`src/rtl/mem_access_pkg.sv`:
```
// Shared definitions for the load/store/copy memory initiator.
// The op codes are also used by the CPU memory stage.
package mem_access_pkg;

    localparam int ADDR_W = 32;
    localparam int DATA_W = 32;
    localparam int LEN_W  = 8;

    localparam logic [1:0] OP_LOAD  = 2'b00;
    localparam logic [1:0] OP_STORE = 2'b01;
    localparam logic [1:0] OP_COPY  = 2'b10;
    localparam logic [1:0] OP_RSVD  = 2'b11;

    typedef enum logic [2:0] {
        S_IDLE    = 3'd0,
        S_LD_RD   = 3'd1,
        S_LD_WAIT = 3'd2,
        S_ST_WR   = 3'd3,
        S_CP_RD   = 3'd4,
        S_CP_WAIT = 3'd5,
        S_CP_WR   = 3'd6,
        S_RESP    = 3'd7
    } state_t;

endpackage

```
`src/rtl/mem_access_if.sv`:
```
// Request/response channels plus the data_memory port of the memory access unit.
// The slave modport is the unit; the master modport is the CPU stage and memory side.
interface mem_access_if #(
    parameter int ADDR_W = 32,
    parameter int DATA_W = 32,
    parameter int LEN_W  = 8
);
    logic              req_valid;
    logic              req_ready;
    logic [1:0]        req_op;
    logic [ADDR_W-1:0] req_addr;
    logic [ADDR_W-1:0] req_dst;
    logic [LEN_W-1:0]  req_len;
    logic [DATA_W-1:0] req_wdata;
    logic              rsp_valid;
    logic              rsp_ready;
    logic [DATA_W-1:0] rsp_rdata;
    logic              rsp_err;
    logic              mem_write;
    logic              mem_read;
    logic [ADDR_W-1:0] mem_addr;
    logic [DATA_W-1:0] mem_wdata;
    logic [DATA_W-1:0] mem_rdata;

    modport slave (
        input  req_valid, req_op, req_addr, req_dst, req_len, req_wdata,
        input  rsp_ready, mem_rdata,
        output req_ready, rsp_valid, rsp_rdata, rsp_err,
        output mem_write, mem_read, mem_addr, mem_wdata
    );

    modport master (
        output req_valid, req_op, req_addr, req_dst, req_len, req_wdata,
        output rsp_ready, mem_rdata,
        input  req_ready, rsp_valid, rsp_rdata, rsp_err,
        input  mem_write, mem_read, mem_addr, mem_wdata
    );
endinterface

```
`src/rtl/mem_access_unit.sv`:
```
// Load/store/copy initiator in front of data_memory. Every output is a register
// loaded from the next-state logic, so strobes line up with the FSM state they belong to.
import mem_access_pkg::*;

module mem_access_unit #(
    parameter int ADDR_W = mem_access_pkg::ADDR_W,
    parameter int DATA_W = mem_access_pkg::DATA_W,
    parameter int LEN_W  = mem_access_pkg::LEN_W
) (
    input  logic        clock,
    input  logic        reset_n,
    mem_access_if.slave bus
);

    localparam logic [ADDR_W-1:0] ADDR_ONE = {{(ADDR_W-1){1'b0}}, 1'b1};
    localparam logic [LEN_W-1:0]  LEN_ZERO = {LEN_W{1'b0}};
    localparam logic [LEN_W-1:0]  LEN_ONE  = {{(LEN_W-1){1'b0}}, 1'b1};
    localparam logic [DATA_W-1:0] DATA_ZERO = {DATA_W{1'b0}};

    state_t            r_state, w_next;
    logic [ADDR_W-1:0] r_src, w_src;
    logic [ADDR_W-1:0] r_dst, w_dst;
    logic [LEN_W-1:0]  r_rem, w_rem;
    logic [LEN_W-1:0]  r_len, w_len;
    logic              r_req_ready, w_req_ready;
    logic              r_rsp_valid, w_rsp_valid;
    logic [DATA_W-1:0] r_rsp_rdata, w_rsp_rdata;
    logic              r_rsp_err, w_rsp_err;
    logic              r_mem_write, w_mem_write;
    logic              r_mem_read, w_mem_read;
    logic [ADDR_W-1:0] r_mem_addr, w_mem_addr;
    logic [DATA_W-1:0] r_mem_wdata, w_mem_wdata;

    // State register
    always_ff @(posedge clock or negedge reset_n) begin
        if (!reset_n) begin
            r_state <= S_IDLE;
        end else begin
            r_state <= w_next;
        end
    end

    // Next state, next datapath values and next output values
    always_comb begin
        w_next      = r_state;
        w_src       = r_src;
        w_dst       = r_dst;
        w_rem       = r_rem;
        w_len       = r_len;
        w_rsp_valid = r_rsp_valid;
        w_rsp_rdata = r_rsp_rdata;
        w_rsp_err   = r_rsp_err;
        w_mem_write = 1'b0;
        w_mem_read  = 1'b0;
        w_mem_addr  = r_mem_addr;
        w_mem_wdata = r_mem_wdata;
        case (r_state)
            S_IDLE: begin
                if (bus.req_valid) begin
                    w_src = bus.req_addr;
                    w_dst = bus.req_dst;
                    w_rem = bus.req_len;
                    w_len = bus.req_len;
                    case (bus.req_op)
                        OP_LOAD: begin
                            w_next     = S_LD_RD;
                            w_mem_read = 1'b1;
                            w_mem_addr = bus.req_addr;
                        end
                        OP_STORE: begin
                            w_next      = S_ST_WR;
                            w_mem_write = 1'b1;
                            w_mem_addr  = bus.req_addr;
                            w_mem_wdata = bus.req_wdata;
                        end
                        OP_COPY: begin
                            if (bus.req_len != LEN_ZERO) begin
                                w_next     = S_CP_RD;
                                w_mem_read = 1'b1;
                                w_mem_addr = bus.req_addr;
                            end else begin
                                w_next      = S_RESP;
                                w_rsp_valid = 1'b1;
                                w_rsp_rdata = DATA_ZERO;
                                w_rsp_err   = 1'b0;
                            end
                        end
                        default: begin
                            w_next      = S_RESP;
                            w_rsp_valid = 1'b1;
                            w_rsp_rdata = DATA_ZERO;
                            w_rsp_err   = 1'b1;
                        end
                    endcase
                end else begin
                    w_next = S_IDLE;
                end
            end
            S_LD_RD: begin
                w_next = S_LD_WAIT;
            end
            S_LD_WAIT: begin
                w_next      = S_RESP;
                w_rsp_valid = 1'b1;
                w_rsp_rdata = bus.mem_rdata;
                w_rsp_err   = 1'b0;
            end
            S_ST_WR: begin
                w_next      = S_RESP;
                w_rsp_valid = 1'b1;
                w_rsp_rdata = DATA_ZERO;
                w_rsp_err   = 1'b0;
            end
            S_CP_RD: begin
                w_next = S_CP_WAIT;
            end
            S_CP_WAIT: begin
                w_next      = S_CP_WR;
                w_mem_write = 1'b1;
                w_mem_addr  = r_dst;
                w_mem_wdata = bus.mem_rdata;
            end
            S_CP_WR: begin
                // Pointers wrap naturally at 2^ADDR_W; overlapping ranges are not detected.
                w_src = r_src + ADDR_ONE;
                w_dst = r_dst + ADDR_ONE;
                w_rem = r_rem - LEN_ONE;
                if (r_rem != LEN_ONE) begin
                    w_next     = S_CP_RD;
                    w_mem_read = 1'b1;
                    w_mem_addr = r_src + ADDR_ONE;
                end else begin
                    w_next      = S_RESP;
                    w_rsp_valid = 1'b1;
                    w_rsp_rdata = {{(DATA_W-LEN_W){1'b0}}, r_len};
                    w_rsp_err   = 1'b0;
                end
            end
            S_RESP: begin
                if (bus.rsp_ready) begin
                    w_next      = S_IDLE;
                    w_rsp_valid = 1'b0;
                end else begin
                    w_next = S_RESP;
                end
            end
            default: begin
                w_next = S_IDLE;
            end
        endcase
        w_req_ready = (w_next == S_IDLE);
    end

    // Datapath and output registers
    always_ff @(posedge clock or negedge reset_n) begin
        if (!reset_n) begin
            r_src       <= {ADDR_W{1'b0}};
            r_dst       <= {ADDR_W{1'b0}};
            r_rem       <= LEN_ZERO;
            r_len       <= LEN_ZERO;
            r_req_ready <= 1'b1;
            r_rsp_valid <= 1'b0;
            r_rsp_rdata <= DATA_ZERO;
            r_rsp_err   <= 1'b0;
            r_mem_write <= 1'b0;
            r_mem_read  <= 1'b0;
            r_mem_addr  <= {ADDR_W{1'b0}};
            r_mem_wdata <= DATA_ZERO;
        end else begin
            r_src       <= w_src;
            r_dst       <= w_dst;
            r_rem       <= w_rem;
            r_len       <= w_len;
            r_req_ready <= w_req_ready;
            r_rsp_valid <= w_rsp_valid;
            r_rsp_rdata <= w_rsp_rdata;
            r_rsp_err   <= w_rsp_err;
            r_mem_write <= w_mem_write;
            r_mem_read  <= w_mem_read;
            r_mem_addr  <= w_mem_addr;
            r_mem_wdata <= w_mem_wdata;
        end
    end

    assign bus.req_ready = r_req_ready;
    assign bus.rsp_valid = r_rsp_valid;
    assign bus.rsp_rdata = r_rsp_rdata;
    assign bus.rsp_err   = r_rsp_err;
    assign bus.mem_write = r_mem_write;
    assign bus.mem_read  = r_mem_read;
    assign bus.mem_addr  = r_mem_addr;
    assign bus.mem_wdata = r_mem_wdata;

endmodule

```
`src/flat_wrapper.sv`:
```
// flat-port wrapper written by rule: the top's interface ports become plain ports
module mem_access_unit_flat 
#(
    parameter int ADDR_W = mem_access_pkg::ADDR_W,
    parameter int DATA_W = mem_access_pkg::DATA_W,
    parameter int LEN_W  = mem_access_pkg::LEN_W
)
  (clock, reset_n, bus_req_valid, bus_req_op, bus_req_addr, bus_req_dst, bus_req_len, bus_req_wdata, bus_rsp_ready, bus_mem_rdata, bus_req_ready, bus_rsp_valid, bus_rsp_rdata, bus_rsp_err, bus_mem_write, bus_mem_read, bus_mem_addr, bus_mem_wdata);
  mem_access_if #(.ADDR_W(ADDR_W), .DATA_W(DATA_W), .LEN_W(LEN_W)) bus_i ();
  input  logic clock;
  input  logic reset_n;
  input wire logic [$bits(bus_i.req_valid)-1:0] bus_req_valid;
  input wire logic [$bits(bus_i.req_op)-1:0] bus_req_op;
  input wire logic [$bits(bus_i.req_addr)-1:0] bus_req_addr;
  input wire logic [$bits(bus_i.req_dst)-1:0] bus_req_dst;
  input wire logic [$bits(bus_i.req_len)-1:0] bus_req_len;
  input wire logic [$bits(bus_i.req_wdata)-1:0] bus_req_wdata;
  input wire logic [$bits(bus_i.rsp_ready)-1:0] bus_rsp_ready;
  input wire logic [$bits(bus_i.mem_rdata)-1:0] bus_mem_rdata;
  output wire logic [$bits(bus_i.req_ready)-1:0] bus_req_ready;
  output wire logic [$bits(bus_i.rsp_valid)-1:0] bus_rsp_valid;
  output wire logic [$bits(bus_i.rsp_rdata)-1:0] bus_rsp_rdata;
  output wire logic [$bits(bus_i.rsp_err)-1:0] bus_rsp_err;
  output wire logic [$bits(bus_i.mem_write)-1:0] bus_mem_write;
  output wire logic [$bits(bus_i.mem_read)-1:0] bus_mem_read;
  output wire logic [$bits(bus_i.mem_addr)-1:0] bus_mem_addr;
  output wire logic [$bits(bus_i.mem_wdata)-1:0] bus_mem_wdata;
  assign bus_i.req_valid = bus_req_valid;
  assign bus_i.req_op = bus_req_op;
  assign bus_i.req_addr = bus_req_addr;
  assign bus_i.req_dst = bus_req_dst;
  assign bus_i.req_len = bus_req_len;
  assign bus_i.req_wdata = bus_req_wdata;
  assign bus_i.rsp_ready = bus_rsp_ready;
  assign bus_i.mem_rdata = bus_mem_rdata;
  assign bus_req_ready = bus_i.req_ready;
  assign bus_rsp_valid = bus_i.rsp_valid;
  assign bus_rsp_rdata = bus_i.rsp_rdata;
  assign bus_rsp_err = bus_i.rsp_err;
  assign bus_mem_write = bus_i.mem_write;
  assign bus_mem_read = bus_i.mem_read;
  assign bus_mem_addr = bus_i.mem_addr;
  assign bus_mem_wdata = bus_i.mem_wdata;
  mem_access_unit #(.ADDR_W(ADDR_W), .DATA_W(DATA_W), .LEN_W(LEN_W)) u_core (.clock(clock), .reset_n(reset_n), .bus(bus_i));
endmodule
```
`config.mk`:
```
export PLATFORM = sky130hd
export DESIGN_NAME = mem_access_unit_flat
export DESIGN_NICKNAME = d
export VERILOG_FILES = /design/src/rtl/mem_access_pkg.sv /design/src/rtl/mem_access_if.sv /design/src/rtl/mem_access_unit.sv /design/src/flat_wrapper.sv
export SDC_FILE = /design/constraint.sdc
export NUM_CORES = 1
export LEC_CHECK = 0
export ABC_AREA = 1
export BUFFER_PORTS_ARGS = -buffer_cell sky130_fd_sc_hd__buf_2
export CAP_MARGIN = 0
export CORE_UTILIZATION = 55
export DETAILED_ROUTE_END_ITERATION = 7
export PLACE_DENSITY = 0.8
export SETUP_SLACK_MARGIN = 0.02
export SLEW_MARGIN = 0
export SYNTH_ARGS = -nofsm -noshare
export SYNTH_HDL_FRONTEND = slang
export SYNTH_SLANG_ARGS = --single-unit
```
`constraint.sdc`:
```
create_clock -name clock -period 2 [get_ports clock]
set_input_delay 0.4 -clock clock [delete_from_list [all_inputs] [get_ports clock]]
set_output_delay 0.4 -clock clock [all_outputs]
set_load 0.1 [all_outputs]
```
### After elaboration in Yosys (flattened, before gate mapping)

Cells that the tools add are included.

| operators by class | value |
|---|---|
| add/subtract/negate cells | 3 |
| equal/unequal tests | 19 |
| muxes and demuxes | 44 |
| reduce and logical (&&, ||, !) cells | 19 |

Operator list:

| operator | count |
|---|---|
| 32-bit 2-to-1 mux | 10 |
| 32-bit case mux with 2 select lines | 5 |
| 32-bit case mux with 4 select lines | 1 |
| 32-bit case mux with 3 select lines | 1 |
| 32-bit by 1-bit adder with 32-bit output, second input constant | 2 |
| 3-bit case mux with 7 select lines | 1 |
| 8-bit case mux with 2 select lines | 1 |
| 5-bit AND reduction | 3 |
| 3-bit equality test, second input constant | 4 |
| 1-bit 2-to-1 mux | 12 |
| 2-bit inequality test, second input constant | 5 |
| 1-bit case mux with 2 select lines | 5 |
| 3-bit case mux with 3 select lines | 1 |
| 8-bit 2-to-1 mux | 1 |
| 8-bit by 1-bit inequality test with 1-bit output, second input constant | 1 |
| 4-bit nonzero test | 2 |
| 8-bit nonzero test | 1 |
| 8-bit by 1-bit subtractor with 8-bit output, second input constant | 1 |
| 3-bit by 2-bit equality test with 1-bit output, second input constant | 2 |
| 3-bit logical NOT | 2 |
| 3-bit 2-to-1 mux | 2 |
| 3-bit inequality test, second input constant | 2 |
| 6-bit AND reduction | 1 |
| 3-bit nonzero test | 2 |
| 13 further kinds | 17 |

| storage, ports and cells | value |
|---|---|
| flip-flop bits (word level) | 184 |
| input bits | 142 |
| output and inout bits | 101 |
| word-level logic and storage cells | 98 |

### Logic depth before layout (Yosys ltp)

| logic depth | value |
|---|---|
| depth in word-level cells | 6 |
| depth in mapped cells | 12 |
| gate-level depth less buffers | 11 |

### Least setup slack after synthesis

No wires, ideal clock.

| timing path | value |
|---|---|
| path kind | reg2reg |
| start | register u_core.r_rem[1] |
| end | register u_core.r_rsp_rdata[0], in the netlist u_core.bus.rsp_rdata[0] |
| setup time | 0.122 ns |
| data arrival time | 1.525 ns |
| required time | 1.878 ns |
| setup slack | 0.352 ns |
| cell stages (with the launch flop) | 12 |
| path buffers | 1 |
| clock period less this slack | 1.648 ns |
| cells stage by stage | dfrtp_1 -> inv_1 -> ha_1 -> inv_1 -> nor2_1 -> and2_1 -> nor2_1 -> nor2_1 -> nand3_2 -> buf_2 -> nand2_1 -> nand2_1 |

| between the ends | value |
|---|---|
| longest elaborated chain between the ends | 3 |

RTL lines:

| item | line | source |
|---|---|---|
| start: declaration | mem_access_unit.sv:23 | `logic [LEN_W-1:0] r_rem, w_rem;` |
| start signal: assignment | mem_access_unit.sv:172 | `r_rem <= w_rem;` |
| 8-bit by 1-bit inequality test with 1-bit output | mem_access_unit.sv:128 | `if (r_rem != LEN_ONE) begin` |
| 2-bit inequality test (no source line) | -- |  |
| 5-bit AND reduction (no source line) | -- |  |
| end signal: assignment | mem_access_unit.sv:176 | `r_rsp_rdata <= w_rsp_rdata;` |
| end: declaration | mem_access_unit.sv:27 | `logic [DATA_W-1:0] r_rsp_rdata, w_rsp_rdata;` |

No other way between the ends.
A chain may end at the register's enable or synchronous reset.

### Worst setup path after layout

| timing path | value |
|---|---|
| start | register u_core.r_state[0] |
| end | register u_core.r_mem_addr[23], in the netlist u_core.bus.mem_addr[23] |

| between the ends | value |
|---|---|
| longest elaborated chain between the ends | 3 |
| elaborated cells between the ends (all ways) | 10 |
| those cells by class | eq/ne (6); mux (1); reduce/logical (3) |

RTL lines:

| item | line | source |
|---|---|---|
| start: declaration | mem_access_unit.sv:20 | `state_t r_state, w_next;` |
| start signal: assignment | mem_access_unit.sv:39 | `r_state <= w_next;` |
| 3-bit equality test or 3-bit logical NOT (tied branches) | mem_access_unit.sv:57 | `case (r_state)` |
| 2-bit by 1-bit inequality test with 1-bit output (no source line), or another cell as far along | -- |  |
| 5-bit AND reduction (no source line) | -- |  |
| end signal: assignment | mem_access_unit.sv:167 | `r_mem_addr <= {ADDR_W{1'b0}};` |
| end signal: assignment | mem_access_unit.sv:180 | `r_mem_addr <= w_mem_addr;` |
| end: declaration | mem_access_unit.sv:31 | `logic [ADDR_W-1:0] r_mem_addr, w_mem_addr;` |

Parallel ways exist; a longest one is shown, timed or not.

==> out/results.ini <==
[worst_setup_path]
cp_slowest_cell=dfrtp_1
worstSetupEndpointType=flip-flop
ff2ff_setup_slack_ns=0.18
max_stage_delay_ns=0.48
crit_path_start_kind=flip-flop
critPathRequiredTime_ns=2.36
arrival_ns=2.18
crit_fanout=35
crit_chain=inv_2, nand3_4, inv_8, nand3_2, nand2_2, inv_2, nand2_2, buf_12, nor2_1, a21oi_1
worstSetupPathType=flip-flop to flip-flop

[synth]
synth-seq-cells=184
yosysWarnings=0
yosys.area.top_type=dfrtp_1
ys_seq_area_share_pct=45.0
async_flop_share_pct=100
syn_nets=1599
syn_area_um2=10200
synth.area.mux_share_pct=0
synthSimpleGateAreaFrac_pct=33.3
synth_compound_area_share_pct=13.2
avgSynthCellArea_um2=7.04
syn_inst=1453
synthTopCellsByArea=dfrtp_1, nand2_1, nor2_1
synth_top_family_by_area=simple AND/OR/NAND/NOR gates
synth_edf_count=0
synth_flop_cell=dfrtp_1
synth-xor-area-share_pct=0.770
synth_top_cell_area_share_pct=44.7
synth-adder-area-share_pct=0.489
synth_cell_type_count=34

[floorplan]
num_io_pins=243
die_w_um=138
die_area_um2=19200
rows=49
coreArea_um2=18100
die_h_um=138
start_util_pct=56.6

[timing]
drv_slew=0
worstMarginPinSlew_ns=0.537
fin_skew_ns=0.0106
finalSetupViolations=0
rsz0062_at_grt=no
fin_crit_ns=1.82
timing.setup.tns_ns=0
holdWs_ns=0.154
min_period_over_period_pct=90.8
fmax_ghz=0.551
hold_viol=0
maxSlewHeadroom_pct=64.5

[run]
maxCapViolations=0

[global_route]
grt_pass1_vias=10000
grt_max_degree=66
grt_first_pass_wirelength_mm=51.3
antenna_found_initial=2
grt_overflow_total=0
track_usage_pct=34.0

[route]
wl_mm=31.8
routed_via_density=5.53
drc=26
wire_per_inst_um=16.4
drtPass1Iterations=8
ant_nets=0
vias=10700
drtIter0Drc=914

[final_layout]
fin_nets=1841
final_cell_mix=nand2_1, buf_2, nor2_1, dfrtp_1, inv_1
area_growth_pct=22.2
layout_commonest_cell=nand2_1
drive_above_1_share_pct=20.6

[clock_tree]
clock_latency_ns=0.44
cts_max_level=4
clock_path_buffers=2
clock_sinks=184
post-cts-setup-buffer-count=0
root_buffer=clkbuf_16
numCtsBuffers=17
cts_tree=yes
clkTransAtPathRegs_ns=0.07

[outcome]
violations=design-rule violations
outcome=finished with violations

[placement]
dp_hpwl_mm=23.7
routabilityCongestion=0.989
io_buffers=242

[hold_path]
worstHoldPathType=primary input to flip-flop

==> per-layer routing <==
metal,track usage [%],wire [um],part of all wire (%),up-vias
li1,-,-,-,5180
met1,48.3,14000,44,4982
met2,51.5,14300,45,482
met3,6.27,2530,8.0,76
met4,13.2,1050,3.3,0
met5,0,0,0,-
==> cells in the mapped netlist, types with 2 or more instances <==
cell type and count:
a21oi_1 35, a21oi_2 5, a22oi_1 11, a31oi_1 35
buf_2 33, buf_4 8, clkbuf_1 19, dfrtp_1 183
ha_1 4, inv_1 102, inv_2 9, nand2_1 515
nand2_2 5, nand3_1 96, nand3_2 4, nand4_1 15
nor2_1 204, nor2_2 3, nor3_1 5, o211ai_1 14
o21a_1 9, o21ai_0 101, o21ai_1 6, o21bai_1 5
o221ai_1 3, o22ai_1 7, o311ai_0 2, xor2_1 9
==> sequential cells by signal (all words and copies together) (netlist names), 3 cells and up <==
name / count
u_core.bus.mem_addr: 32
u_core.bus.mem_wdata: 32
u_core.bus.rsp_rdata: 32
u_core.r_dst: 32
u_core.r_src: 32
u_core.r_len: 8
u_core.r_rem: 8
u_core.r_state: 3
==> final timing paths <==
kind,startpoint,to,cells past startpoint
min in group asynchronous,reset_n,u_core.r_dst[30],2
worst min-delay path,bus_req_dst[6],u_core.r_dst[6],3
worst max-delay path,u_core.r_state[0],u_core.bus.mem_addr[23],10
max in group asynchronous,reset_n,u_core.bus.req_ready,3
worst min register to register,u_core.bus.rsp_rdata[31],u_core.bus.rsp_rdata[31],2
worst max register to register,u_core.r_state[0],u_core.bus.mem_addr[23],10
==> stage by stage <==
| stage | cells | util, % | instance area (um^2) | worst slack (ns) |
|---|---|---|---|---|
| after global placement | 1904 | 65.6 | 11900 | 0.177 |
| after global routing | 1939 | 69.2 | 12500 | 0.0279 |
| after floorplan | 1453 | - | 10200 | 0.352 |
| final | 1939 | 69.2 | 12500 | 0.185 |
| after CTS | 1937 | 69.0 | 12500 | 0.125 |
| after detailed placement | 1904 | 65.6 | 11900 | 0.131 |
==> critical path: cells and delay by family (launching register included) <==
kind	cells	cell delay (ns)
flops	1	0.48
compound gates	1	0.15
buf+inv	4	0.54
simple gates	5	0.57
==> cell families after synthesis <==
group | count (synthesis)
buffers and inverters | 174
XOR/XNOR | 9
flip-flops | 184
adder cells (fa/ha/maj) | 4
AO/OA/AOI/OAI | 233
AND/OR/NAND/NOR | 849
==> final cells by class <==
class | count | area (um^2)
inverter | 112 | 428
clock buffer | 18 | 429
tap | 229 | 287
fill | 1569 | 5580
timing repair buffer | 285 | 1650
multi-input combinational | 1095 | 4920
antenna | 2 | 5.00
sequential | 184 | 4610
clock inverter | 14 | 185
==> what timing repair did <==
action | 4_1_cts | 5_1_grt
endpoints found under the setup margin | 0 | 44
hold endpoints to repair | 45 | 0
resized for setup | 0 | 9
hold buffers | 1 | 0
Power is not shown: default switching activity piles up to over one toggle a cycle in this logic, so the estimate is an artifact.
